===== src/rtl/bnn_seq_frontend.sv =====
// rtl/bnn_seq_frontend.sv - stream sequencer that packs features, starts a BNN core and returns its label
module bnn_seq_frontend #(
  parameter int N   = 11,
  parameter int B   = 4,
  parameter int M   = 40,
  parameter int C   = 6,
  parameter int LAT = N + M,
  parameter int KW  = $clog2(C)
) (
  input  logic            clk,
  input  logic            rst,
  input  logic            in_valid,
  output logic            in_ready,
  input  logic [B-1:0]    in_feat,
  output logic [B*N-1:0]  core_data,
  output logic            core_rst,
  input  logic [KW-1:0]   core_klass,
  output logic            out_valid,
  input  logic            out_ready,
  output logic [KW-1:0]   out_label,
  output logic            out_err,
  output logic [15:0]     frame_cnt
);

  localparam int FW = (N > 1) ? $clog2(N) : 1;
  localparam int LW = $clog2(LAT + 1);
  localparam logic [KW:0] C_EXT = (KW+1)'(C);

  typedef enum logic [1:0] {LOAD, START, RUN, DONE} state_t;

  state_t        state;
  logic [FW-1:0] feat_cnt;
  logic [LW-1:0] lat_cnt;

  // Ready only while collecting features and never during reset, so nothing
  // is accepted on the reset edge itself.
  assign in_ready = (state == LOAD) && !rst;

  // The core is held in reset with the frontend and pulsed for one START cycle.
  assign core_rst = rst || (state == START);

  // Frame sequencer: collect N features, pulse the core, wait LAT, present the label.
  always_ff @(posedge clk) begin
    if (rst) begin
      state     <= LOAD;
      core_data <= '0;
      out_valid <= 1'b0;
      out_label <= '0;
      out_err   <= 1'b0;
      frame_cnt <= '0;
      feat_cnt  <= '0;
      lat_cnt   <= '0;
    end else begin
      case (state)
        LOAD: begin
          if (in_valid && in_ready) begin
            // Shift left so the first feature ends in the top nibble.
            core_data <= {core_data[B*(N-1)-1:0], in_feat};
            if (feat_cnt == FW'(N - 1)) begin
              feat_cnt <= '0;
              state    <= START;
            end else begin
              feat_cnt <= feat_cnt + 1'b1;
            end
          end
        end
        START: begin
          lat_cnt <= LW'(LAT - 1);
          state   <= RUN;
        end
        RUN: begin
          if (lat_cnt == '0) begin
            // Only this cycle's klass matters; out-of-range classes flag an error.
            if ({1'b0, core_klass} < C_EXT) begin
              out_label <= KW'(C - 1) - core_klass;
              out_err   <= 1'b0;
            end else begin
              out_label <= '0;
              out_err   <= 1'b1;
            end
            out_valid <= 1'b1;
            state     <= DONE;
          end else begin
            lat_cnt <= lat_cnt - 1'b1;
          end
        end
        DONE: begin
          if (out_ready) begin
            out_valid <= 1'b0;
            frame_cnt <= frame_cnt + 16'd1;
            state     <= LOAD;
          end
        end
        default: state <= LOAD;
      endcase
    end
  end

endmodule


===== config.mk =====
export PLATFORM = sky130hd
export DESIGN_NAME = bnn_seq_frontend
export DESIGN_NICKNAME = d
export VERILOG_FILES = /design/src/rtl/bnn_seq_frontend.sv
export SDC_FILE = /design/constraint.sdc
export NUM_CORES = 1
export LEC_CHECK = 0
export CORE_MARGIN = 5
export CORE_UTILIZATION = 44
export DETAILED_ROUTE_END_ITERATION = 12
export PLACE_DENSITY_LB_ADDON = 0.12
export SLEW_MARGIN = 10
export SYNTH_ARGS = -nofsm -noshare
export SYNTH_HDL_FRONTEND = slang
export SYNTH_SLANG_ARGS = --single-unit

===== constraint.sdc =====
create_clock -name clk -period 1.55 [get_ports clk]
set_clock_uncertainty 0.05 [all_clocks]
set_input_delay 0.155 -clock clk [delete_from_list [all_inputs] [get_ports clk]]
set_output_delay 0.155 -clock clk [all_outputs]
set_load 0.005 [all_outputs]

==> flow_summary.ini <==
[final_layout]
final.fill_count = 584
drive_gt1_share_pct = 23.4
antennaDiodeCount = 0
fin_cells = 600
multi_input_area_um2 = 1650
area_growth_pct = 52.8
design_area_um2 = 4800
nets = 517
ff_latch_area_um2 = 1560
fin_util_pct = 69.9

[routing]
routed_wl_um = 8160
wl_per_cell_um = 13.6
vias = 2966
final_antenna_net_count = 0
via_per_inst = 4.94
first_pass_iters = 4
drcViolationCount = 0
drt-initial-drc-count = 74

[power]
leakagePower_uw = 0.00203
p_int_uw = 3060
max-vdd-ir-drop_mv = 0.631
p_clk_share_pct = 43.1
sw_frac_of_total_pct = 22.1
p_switching_uw = 866
pwr_density_cell_nw_per_um2 = 818
totalPowerFinal_uw = 3930
power_frac_comb_pct = 5.6
power_frac_seq_pct = 51.2

[die]
die_x_um = 94.5
dieArea_um2 = 8930
start_util_pct = 45.7
coreArea_um2 = 6870
die_y_um = 94.5
io_pins = 78
rows = 30

[timing]
fin_ws_ns = -0.0952
slew_headroom_pct = 80.0
hold_viol = 0
period_share_pct = 106
drv_slew = 0
setup_violations = 8
grt_setup_unrepaired = true
tns_ns = -0.448
worst_slew_pin_slew_ns = 0.299
min_period_ns = 1.65
clock.fmax_mhz = 608

[clock_tree]
clockRootBuffer = clkbuf_8
cts.htree.levels = 3
path_clk_slew_ns = 0.08
cts_tree = yes
clk_latency_ns = 0.34
cts_sinks = 77
clockBufferDepth = 2
numCtsBuffers = 9

[worst_setup_path]
rrSetupSlack_ns = -0.1
cp.required_ns = 1.77
worstSetupPathType = flop to flop
crit_arrival_ns = 1.86
startpoint_type = flop
endpoint_kind = flop
critical_path.max_fanout = 4

[yosys]
synth_area_um2 = 3140
synth_xor_area_share_pct = 3.07
syn_nets = 401
async_flop_share_pct = 0
synth_cell_types = 42
synth_top_family_by_area = simple AND/OR/NAND/NOR gates
synth-edff-count = 0
ys.flop_type = dfxtp_1
ys_seq_area_share_pct = 49.1
synthMuxAreaShare_pct = 0.319
synth-seq-cells = 77
yosys_warnings = 0
synth_compound_area_share_pct = 6.73
synth-adder-area-share_pct = 2.79
synth_cells = 383
syn_avg_cell_area_um2 = 8.20
synth-simple-area-share_pct = 33.8

[place]
dp.final_hpwl_um = 5370
dpl-instance-area_um2 = 4330
dp_cells = 576
io_buffers = 77
gp_congestion = 0.812

[hold_path]
hold_class = input port to flop

[global_route]
grt_pass1_vias = 2926
grt_pass1_wl_um = 13000
globalRouteOverflowTotal = 0
grt_max_degree = 44
antenna_found_initial = 0
gr-usage-all-layers_pct = 18.1

[outcome]
violations = negative setup slack
status = finished, violations left

[job]
drv_cap = 0
[metal layers]
| metal | vias to the layer above | global-route usage, % | wire length [um] |
|---|---|---|---|
| li1 | 1517 | - | - |
| met1 | 1375 | 20.8 | 3490 |
| met2 | 60 | 29.7 | 3970 |
| met3 | 14 | 8.13 | 577 |
| met4 | 0 | 6.97 | 121 |
| met5 | - | 0 | 0 |
[critical path: stages (launching register included)]
cell     delay, ns
dfxtp_4       0.36
ha_4          0.16
and2b_1       0.16
or4_4         0.49
a21oi_4       0.16
mux2i_1       0.18
[metrics by stage]
stage	worst slack (ns)	hold slack, ns
final	-0.0952	0.286
after global routing	-0.173	0.266
after CTS	-0.0832	0.271
after detailed placement	-0.260	0.398
after global placement	-0.246	0.388
after floorplan	-0.0179	0.204
[flip-flops by register name (all words and copies together), names as in the netlist]
register	flops
out_err	1
feat_cnt	4
out_valid	1
frame_cnt	16
core_data	44
state	2
lat_cnt	6
out_label	3
[cells by family after synthesis]
| family | count (synthesis) |
|---|---|
| and+or+nand+nor | 219 |
| DFF | 77 |
| AOI/OAI and AO/OA | 36 |
| buffers and inverters | 32 |
| xor gates and xnor gates | 11 |
| adders and majority gates | 7 |
| muxes | 1 |
[cells in the mapped netlist, types with 3 or more instances]
| cell type | count | area share, % |
|---|---|---|
| a21oi_1 | 17 | 2.7 |
| a31oi_1 | 3 | 0.60 |
| and4_1 | 3 | 0.84 |
| buf_1 | 4 | 0.48 |
| buf_2 | 3 | 0.48 |
| clkbuf_1 | 14 | 1.7 |
| dfxtp_1 | 77 | 49 |
| ha_1 | 7 | 2.8 |
| inv_1 | 10 | 1.2 |
| nand2_1 | 104 | 12 |
| nand3_1 | 53 | 8.4 |
| nand3b_1 | 6 | 1.4 |
| nand4_1 | 4 | 0.80 |
| nor2_1 | 17 | 2.0 |
| nor2b_1 | 4 | 0.80 |
| o21ai_0 | 8 | 1.3 |
| o31ai_1 | 3 | 0.72 |
| or2_2 | 5 | 1.0 |
| or3_1 | 5 | 1.0 |
| xnor2_1 | 4 | 1.1 |
| xor2_1 | 7 | 2.0 |
[repair_timing]
| item | in CTS | in global routing |
|---|---|---|
| hold buffers | 0 | 0 |
| endpoints found under the setup margin | 18 | 65 |
| gates resized for setup | 17 | 43 |
| setup buffers | 2 | 6 |
| pin swaps | 3 | 12 |
[cell usage in the layout, fill, tap and decap left out, types with 3 or more instances in the layout]
master / n
nor2_1: 17
dfxtp_1: 66
a21oi_2: 7
xor2_1: 7
buf_12: 4
clkbuf_8: 10
or3_1: 4
buf_4: 42
xnor2_1: 4
a21oi_1: 9
nand3_1: 52
o31ai_1: 3
ha_4: 4
nor2b_1: 3
dlymetal6s2s_1: 4
or2_2: 3
dfxtp_2: 9
nand2_1: 103
nand4_1: 4
clkdlybuf4s50_1: 71
o21ai_0: 8
buf_6: 4
inv_1: 8
nand3b_1: 6
a31oi_1: 3
[power by group through the flow]
stage	logic [uW]	clock network [uW]	registers (uW)
2_1_floorplan	89.6	0	2060
3_3_place_gp	215	0	2060
3_5_place_dp	217	0	2060
4_1_cts	215	1740	2010
5_1_grt	241	1830	2010
6_report	221	1690	2010
[cell type report]
cell class | instances | share of cell area (%)
clock buffers | 11 | 2.95
inverters | 10 | 0.782
multi-input cells | 274 | 34.3
repair buffers | 127 | 25.2
flip-flops and latches | 77 | 32.5
well taps | 96 | 2.50
clock inverters | 5 | 1.72
[worst paths after layout]
path / startpoint / cells past startpoint / end
max: state[0] / 5 / state[1]
min: in_feat[2] / 3 / core_data[2]
max reg2reg: state[0] / 5 / state[1]
min reg2reg: core_data[30] / 2 / core_data[34]
Note: power is estimated with default switching activity, not from simulation.
